==> src/rtl/arb16_rr_pkg.sv <==
// arb16_pkg: shared sizes and FSM state type for the 16:1 round-robin arbiter (ARB16_TIMEOUT_EN adds the hold counter)
package arb16_pkg;
  localparam int N_REQ  = 16;
  localparam int IDX_W  = 4;
  localparam int HOLD_W = 8;
  typedef enum logic {IDLE, GRANT} state_e;
endpackage

==> src/rtl/rr_pick16.sv <==
// rr_pick16: finds the first set request after ptr in circular order, optionally skipping one index
module rr_pick16
  import arb16_pkg::*;
(
  input  logic [N_REQ-1:0] req,
  input  logic [IDX_W-1:0] ptr,
  input  logic             excl_en,
  input  logic [IDX_W-1:0] excl_idx,
  output logic             found,
  output logic [IDX_W-1:0] idx
);
  logic [IDX_W-1:0] w_cand;
  // scan distances 1..16 from ptr; ptr itself is checked last
  always_comb begin
    found  = 1'b0;
    idx    = '0;
    w_cand = '0;
    for (int d = 1; d <= N_REQ; d++) begin
      w_cand = ptr + IDX_W'(d);
      if (!found && req[w_cand] && !(excl_en && w_cand == excl_idx)) begin
        found = 1'b1;
        idx   = w_cand;
      end
    end
  end
endmodule

==> src/rtl/arb16_rr.sv <==
// arb16_rr: registered 16:1 round-robin arbiter with zero-bubble handoff; ARB16_TIMEOUT_EN enables forced handoff after MAX_HOLD cycles
module arb16_rr
  import arb16_pkg::*;
#(
  parameter int MAX_HOLD = 8
) (
  input  logic             clk,
  input  logic             reset_n,
  input  logic [N_REQ-1:0] req,
  output logic [N_REQ-1:0] gnt,
  output logic             gnt_valid,
  output logic [IDX_W-1:0] sel
);
  if (MAX_HOLD < 1 || MAX_HOLD > 255) begin : g_bad_hold
    $error("MAX_HOLD out of range 1..255");
  end
  state_e           r_state, w_state_nx;
  logic [IDX_W-1:0] r_ptr, w_ptr_nx;
  logic [IDX_W-1:0] r_sel, w_sel_nx;
  logic [N_REQ-1:0] r_gnt, w_gnt_nx;
  logic             r_gnt_valid, w_valid_nx;
  logic             w_found, w_rel, w_new, w_hit;
  logic [IDX_W-1:0] w_idx;
  assign gnt       = r_gnt;
  assign gnt_valid = r_gnt_valid;
  assign sel       = r_sel;
  // while granted, search from the owner and never pick it again in the handoff
  rr_pick16 u_pick (
    .req      (req),
    .ptr      (r_state == GRANT ? r_sel : r_ptr),
    .excl_en  (r_state == GRANT),
    .excl_idx (r_sel),
    .found    (w_found),
    .idx      (w_idx)
  );
`ifdef ARB16_TIMEOUT_EN
  logic [HOLD_W-1:0] r_hold;
  assign w_hit = r_hold >= HOLD_W'(MAX_HOLD - 1);
  // hold counter: cleared on every new grant, counts GRANT cycles, saturates at MAX_HOLD
  always_ff @(posedge clk or negedge reset_n) begin
    if (!reset_n) r_hold <= '0;
    else r_hold <= w_new ? '0 : (r_state == GRANT && r_hold < HOLD_W'(MAX_HOLD)) ? r_hold + 1'b1 : r_hold;
  end
`else
  assign w_hit = 1'b0;
`endif
  // next state: release on owner drop (or timeout with a waiter), then grant the next requester on the same edge
  always_comb begin
    w_state_nx = r_state;
    w_ptr_nx   = r_ptr;
    w_sel_nx   = r_sel;
    w_gnt_nx   = r_gnt;
    w_valid_nx = r_gnt_valid;
    w_new      = 1'b0;
    w_rel      = r_state == GRANT && (!req[r_sel] || (w_hit && w_found));
    if (w_rel) begin
      w_ptr_nx   = r_sel;
      w_state_nx = IDLE;
      w_gnt_nx   = '0;
      w_valid_nx = 1'b0;
    end
    if ((r_state == IDLE || w_rel) && w_found) begin
      w_new      = 1'b1;
      w_state_nx = GRANT;
      w_sel_nx   = w_idx;
      w_gnt_nx   = N_REQ'(1) << w_idx;
      w_valid_nx = 1'b1;
    end
  end
  // state and output registers; reset gives requester 0 first priority
  always_ff @(posedge clk or negedge reset_n) begin
    if (!reset_n) begin
      r_state     <= IDLE;
      r_ptr       <= '1;
      r_sel       <= '0;
      r_gnt       <= '0;
      r_gnt_valid <= 1'b0;
    end else begin
      r_state     <= w_state_nx;
      r_ptr       <= w_ptr_nx;
      r_sel       <= w_sel_nx;
      r_gnt       <= w_gnt_nx;
      r_gnt_valid <= w_valid_nx;
    end
  end
endmodule

==> config.mk <==
export PLATFORM = sky130hd
export DESIGN_NAME = arb16_rr
export DESIGN_NICKNAME = d
export VERILOG_FILES = /design/src/rtl/arb16_rr_pkg.sv /design/src/rtl/rr_pick16.sv /design/src/rtl/arb16_rr.sv
export SDC_FILE = /design/constraint.sdc
export NUM_CORES = 1
export LEC_CHECK = 0
export ABC_AREA = 1
export CAP_MARGIN = 20
export CORE_MARGIN = 5
export CORE_UTILIZATION = 45
export CTS_CLUSTER_SIZE = 28
export DETAILED_ROUTE_END_ITERATION = 7
export PLACE_DENSITY = 0.64
export SYNTH_ARGS = -nofsm -noshare
export SYNTH_HDL_FRONTEND = slang
export SYNTH_SLANG_ARGS = --single-unit
==> constraint.sdc <==
create_clock -name clk -period 4.6 [get_ports clk]
set_input_delay 0.92 -clock clk [delete_from_list [all_inputs] [get_ports clk]]
set_output_delay 0.92 -clock clk [all_outputs]
set_load 0.05 [all_outputs]
==> run metrics, run 1 <==
final RePlAce weighted congestion=around 1; Setup crit start=sel[1]; Tcrit/Tclk final=0.882; Worst path max stage delay=around 0.46 ns; CTS Buf Count=3; Die Y=97.5 um; setup violators final=0; area leader, netlist=nand2_1; Ys Warns=0; die width=slightly below 100 um; worst setup path category=reg -> reg; Simple-Gate Fraction of Synth Area=0.594; Worst Setup Start Kind=flop; main area contributors after synthesis=nand2_1 23%, nand3_1 19%, dfrtp_1 15%, inv_1 5.9%, nor2_1 3.7%; DRC=0; mux contribution to synthesized area=0; crit path time final=roughly 4.1 ns; Post-Layout Cell Count=around 740; Slew headroom=0.599; share of the synthesized area in the top cell type=0.234; number of fill cells=a little over 800; Crit path arrival time=4.27 ns; vias post-DR=4009; synthesized cell area=~3400 sq um; Syn Nets=about 600; fmax=~250 MHz; Most Frequent Cell on Critical Path=nand2_1; post-synthesis adder-cell area fraction=0.0254; max-cap violation count=0; num rows=32; xor/xnor share of the synthesized area=0.0153; IO Pins=39; Worst Setup End Kind=flop; PortBufs=38; Post-synth EDFFs=0; first-pass GRT wire length=19000 um; drt first pass iters=6; Yosys reg bits=25; clk_skew=0.0109 ns; vias in the first global route=roughly 3800; asr flop ratio synth=1.00; WL/cell=approximately 15 um; CTS tree=built; Area growth syn-to-layout=16.5%; initial DRC count=240; Worst-Margin Slew=roughly 0.60 ns; Root Buffer=clkbuf_8; initial antenna violation count=0; Clock Latency Late Sink=about 0.27 ns; sequential share of the synthesized area=0.183; largest family of logic cells by synthesized area=simple AND/OR/NAND/NOR gates; final hold vios=0; most numerous cell in the Yosys netlist=nand2_1; clock buffer depth=2; worst hold path type=reg -> reg; Most used DFF post-synth=dfrtp_1; global route overflow=0; core area=7610 sq um; slowest CP cell=dfrtp_1; H-Tree Depth=1; largest net degree at the start of global routing=26; layout cell share with drive strength beyond 1=0.117; final WL=between 10000 and 15000 um; antenna cells=0; setup TNS=0 ns; Synth Area per Inst=slightly below 6 sq um; Inst Count DP=around 730; number of routed nets with antenna violations=0; list of most frequent post-synthesis cells=215 x nand2_1, 129 x nand3_1, 54 x inv_1; hold depth=2; final slew viol count=0; final net count=around 660; Crit Path Max Fanout=9; Detail Placement HPWL=about 9000 um; worst hold path startpoint=gnt[9]; CP Depth=21; Num Clock Sinks=25; Die ar.=roughly 9500 sq um; CP Cell Sequence=inv_2 > o21ai_2 > ha_1 > nand2_1 > xor2_1 > nand3_1 > nand2_1 > nand3_2 > nor2_4 > nand4_2 > nor2_4 > nand4_2 > nor2_4 > nand4_2 > nor2_1 > nor2_1 > nand2_1 > nand2_1 > nor2_1 > nand2_1 > nand2_1; Reg-to-Reg Start=sel[1]; Crit path max-delay family=simple AND/OR/NAND/NOR gates; Syn Inst Count=roughly 590; outcome=finished clean; cts hold-fix bufs=0; Worst Reg-to-Reg Cells=21; Netlist cell types=38; Initial Utilization=0.453; RSZ-0062 raised after global routing=no; Crit path buffers/inverters=1; final hold slack=0.486 ns; post-synthesis compound-gate area fraction=0.0774; CP Data Required Time=a little under 5 ns; Global Route Usage Sum=0.239; Via density=between 5 and 6; clock-pin slew on the worst setup and hold paths=~0.09 ns
==> area by class of cell <==
cell class | count | area (sq um) | share of cell area
well taps | 102 | 128 | 0.0318
multi-input cells | 489 | 2460 | 0.612
repair buffers | 51 | 498 | 0.124
clock inverters | 1 | 7.51 | 0.00187
flip-flops and latches | 25 | 632 | 0.158
inverters | 64 | 249 | 0.0621
clock buffers | 3 | 41.3 | 0.0103
==> path summary, 6_finish.rpt <==
kind / end / slack [ns]
max: gnt[2] / 0.54
min: gnt[9] / 0.49
max reg2reg: gnt[2] / 0.54
min reg2reg: gnt[9] / 0.49
max in group asynchronous: r_ptr[3] / 3.21
min in group asynchronous: gnt[9] / 0.90
==> registers in the layout, summed over array words and instances (netlist names) <==
| register | flops |
|---|---|
| r_state | 1 |
| gnt | 16 |
| sel | 4 |
| r_ptr | 4 |
==> kinds of logic (layout without fill, tap and decap cells) <==
| kind of cell | Yosys count | in the layout |
|---|---|---|
| flip-flops | 25 | 25 |
| XOR/XNOR | 6 | 6 |
| AND/OR/NAND/NOR | 433 | 433 |
| AO/OA/AOI/OAI | 43 | 43 |
| buffers and inverters | 79 | 119 |
| adder cells (fa/ha/maj) | 7 | 7 |
==> repair_timing <==
action,4_1_cts,5_1_grt
endpoints found under the setup margin,0,20
buffers inserted,0,5
resized for setup,0,3
==> worst reg2reg max path: stages (launching register included) <==
cell	delay, ns
dfrtp_1	0.46
inv_2	0.13
o21ai_2	0.42
ha_1	0.32
nand2_1	0.11
xor2_1	0.38
nand3_1	0.13
nand2_1	0.18
nand3_2	0.15
nor2_4	0.19
nand4_2	0.14
nor2_4	0.16
nand4_2	0.15
nor2_4	0.17
nand4_2	0.13
nor2_1	0.13
nor2_1	0.06
nand2_1	0.19
nand2_1	0.10
nor2_1	0.14
nand2_1	0.07
nand2_1	0.08
==> cell usage in the layout, fill, tap and decap left out, drive strengths merged <==
master,count
o21a,2
o21bai,1
dfstp,4
xor2,4
a31oi,1
o221ai,1
nand4,18
o21ai,25
nand3b,4
and2,1
clkdlybuf4s50,38
and3,1
buf,13
nor2,45
ha,7
nor3,4
xnor2,2
clkbuf,3
inv,63
nand2,227
nand3,133
a21o,2
clkinvlp,2
dfrtp,21
a21oi,11
==> through the flow <==
| step | instance area, sq um | setup WS, ns | utilization |
|---|---|---|---|
| 3_3_place_gp | 3890 | 0.251 | 0.511 |
| 4_1_cts | 3940 | 0.169 | 0.518 |
| 5_1_grt | 4010 | 0.0266 | 0.527 |
| 3_5_place_dp | 3890 | 0.187 | 0.511 |
| 6_report | 4010 | 0.545 | 0.527 |
| 2_1_floorplan | 3440 | 0.659 | - |
==> layer usage <==
metal  global-route usage  part of all wire  vias to the layer above
met1                0.335              0.47                     1839
li1                     -                 -                     2020
met3               0.0237             0.052                       16
met5                    0                 0                        -
met4               0.0682             0.018                        0
met2                0.387              0.46                      134
Power of run 1 is not shown: default switching activity piles up to over one toggle a cycle in this logic, so the estimate is an artifact.
==> run 2, diff against run 1 <==
--- a/config.mk
+++ b/config.mk
@@ -6,9 +6,11 @@
 export NUM_CORES = 1
 export LEC_CHECK = 0
 export ABC_AREA = 1
+export ABC_CLOCK_PERIOD_IN_PS = 4600
 export CAP_MARGIN = 20
 export CORE_MARGIN = 5
 export CORE_UTILIZATION = 45
+export CTS_BUF_LIST = sky130_fd_sc_hd__clkbuf_8
 export CTS_CLUSTER_SIZE = 28
 export DETAILED_ROUTE_END_ITERATION = 7
 export PLACE_DENSITY = 0.64
==> results of run 2 <==
The final DEF is identical to that of run 1; final timing and power are the same.
Power of run 2 is left out for the same reason.
==> run 3, diff against run 2 <==
--- a/config.mk
+++ b/config.mk
@@ -13,6 +13,8 @@
 export CTS_BUF_LIST = sky130_fd_sc_hd__clkbuf_8
 export CTS_CLUSTER_SIZE = 28
 export DETAILED_ROUTE_END_ITERATION = 7
+export GPL_ROUTABILITY_DRIVEN = 0
+export MAX_ROUTING_LAYER = met4
 export PLACE_DENSITY = 0.64
 export SYNTH_ARGS = -nofsm -noshare
 export SYNTH_HDL_FRONTEND = slang
==> run metrics, run 3 (synthesis gave the netlist of run 1 again) <==
final hold slack=about 0.49 ns; Die ar.=about 9500 sq um; Via density=5.48; Crit path arrival time=4.36 ns; vias post-DR=4015; initial antenna violation count=0; Die Y=97.5 um; layout cell share with drive strength beyond 1=0.111; Worst Setup Start Kind=flop; CTS tree=built; setup bufs post-CTS=0; first-pass GRT wire length=about 19000 um; number of routed nets with antenna violations=0; outcome=finished clean; Critical Path End=gnt[15]; antenna cells=0; Worst-Margin Slew=~0.57 ns; Root Buffer=clkbuf_8; pre-CTS WS=between 0.3 and 0.4 ns; initial DRC count=386; largest net degree at the start of global routing=26; IO Pins=39; CP Data Required Time=4.82 ns; global route overflow=0; commonest non-fill, non-tap cells in the layout=215 x nand2_1, 129 x nand3_1, 54 x inv_1; final slew viol count=0; Crit Path Max Fanout=14; final hold vios=0; RSZ-0062 raised after global routing=no; setup violators final=0; fmax=around 240 MHz; PortBufs=38; Clock Latency Late Sink=0.27 ns; clk_skew=around 0.010 ns; core area=7610 sq um; crit path time final=4.15 ns; DRC=0; setup TNS=0 ns; num rows=32; clock-pin slew on the worst setup and hold paths=around 0.1 ns; clock buffer depth=2; worst setup path category=reg -> reg; r2r endpoint=gnt[15]; most common cell after layout, fill and taps aside=nand2_1; Largest register FFs=16; worst hold path type=reg -> reg; final WL=approximately 11000 um; die width=97.5 um; final net count=656; WL/cell=15.1 um; Tcrit/Tclk final=0.902; Worst Setup End Kind=flop; Detail Placement HPWL=8890 um; Worst Reg-to-Reg Cells=23; H-Tree Depth=1; Reg-to-Reg Start=r_state; Worst R2R Setup Slack=approximately 0.45 ns; max-cap violation count=0; Global Route Usage Sum=0.243; Util after Layout=0.524; Slew headroom=0.620; Initial Utilization=0.453; CTS Buf Count=3; fin worst setup slack=between 0.4 and 0.5 ns; vias in the first global route=between 3000 and 4000; Setup crit start=r_state; Num Clock Sinks=25; Area growth syn-to-layout=15.7%; drt first pass iters=5
==> run 3: worst min path at each step <==
| stage | startpoint | to | cells past startpoint |
|---|---|---|---|
| detailed placement | gnt[15] | gnt[15] | 2 |
| global placement | gnt[6] | gnt[6] | 2 |
| global route | gnt[15] | gnt[15] | 2 |
| floorplan | r_ptr[1] | r_ptr[1] | 2 |
| CTS | gnt[15] | gnt[15] | 2 |
| finish | gnt[15] | gnt[15] | 2 |
==> run 3: final cells by class <==
| class | count | area [sq um] |
|---|---|---|
| Clock buffer | 3 | 41.3 |
| Clock inverter | 1 | 7.51 |
| Sequential cell | 25 | 632 |
| Fill cell | 798 | 3620 |
| Tap cell | 102 | 128 |
| Inverter | 64 | 245 |
| Multi-Input combinational cell | 489 | 2460 |
| Timing Repair Buffer | 48 | 475 |
==> run 3: what timing repair did <==
item	in CTS	in global routing
resized for setup	0	2
setup endpoints to repair	0	18
hold buffers	0	0
==> run 3: layer usage <==
layer  global-route usage  wire, um  up-vias
met5                    -         0        -
met4               0.0639       252        0
met3               0.0179       539       21
met2                0.395      5070      125
met1                0.327      5170     1856
li1                     -         -     2013
==> run 3: critical path, cell delays in order, from the launching register on <==
cell     delay [ns]
dfrtp_2        0.49
inv_6          0.13
nand2_4        0.07
nand2_4        0.12
inv_1          0.25
ha_2           0.50
inv_1          0.18
nand3_1        0.18
nand3_1        0.08
nand2_1        0.19
nand3_2        0.17
nor2_4         0.19
nand4_2        0.16
nor2_4         0.16
nand4_2        0.15
nor2_4         0.18
nand4_2        0.13
nand2_1        0.12
nand2_1        0.09
nand2_1        0.18
nand2_1        0.09
nor2_1         0.15
nand2_1        0.07
nand2_1        0.07
==> run 3: through the flow <==
| step | instance area (sq um) | std cells |
|---|---|---|
| after floorplan | 3440 | 593 |
| after global placement | 3910 | 727 |
| after detailed placement | 3910 | 727 |
| after CTS | 3950 | 731 |
| after global routing | 3990 | 732 |
| final | 3990 | 732 |
Power of run 3 is left out for the same reason.
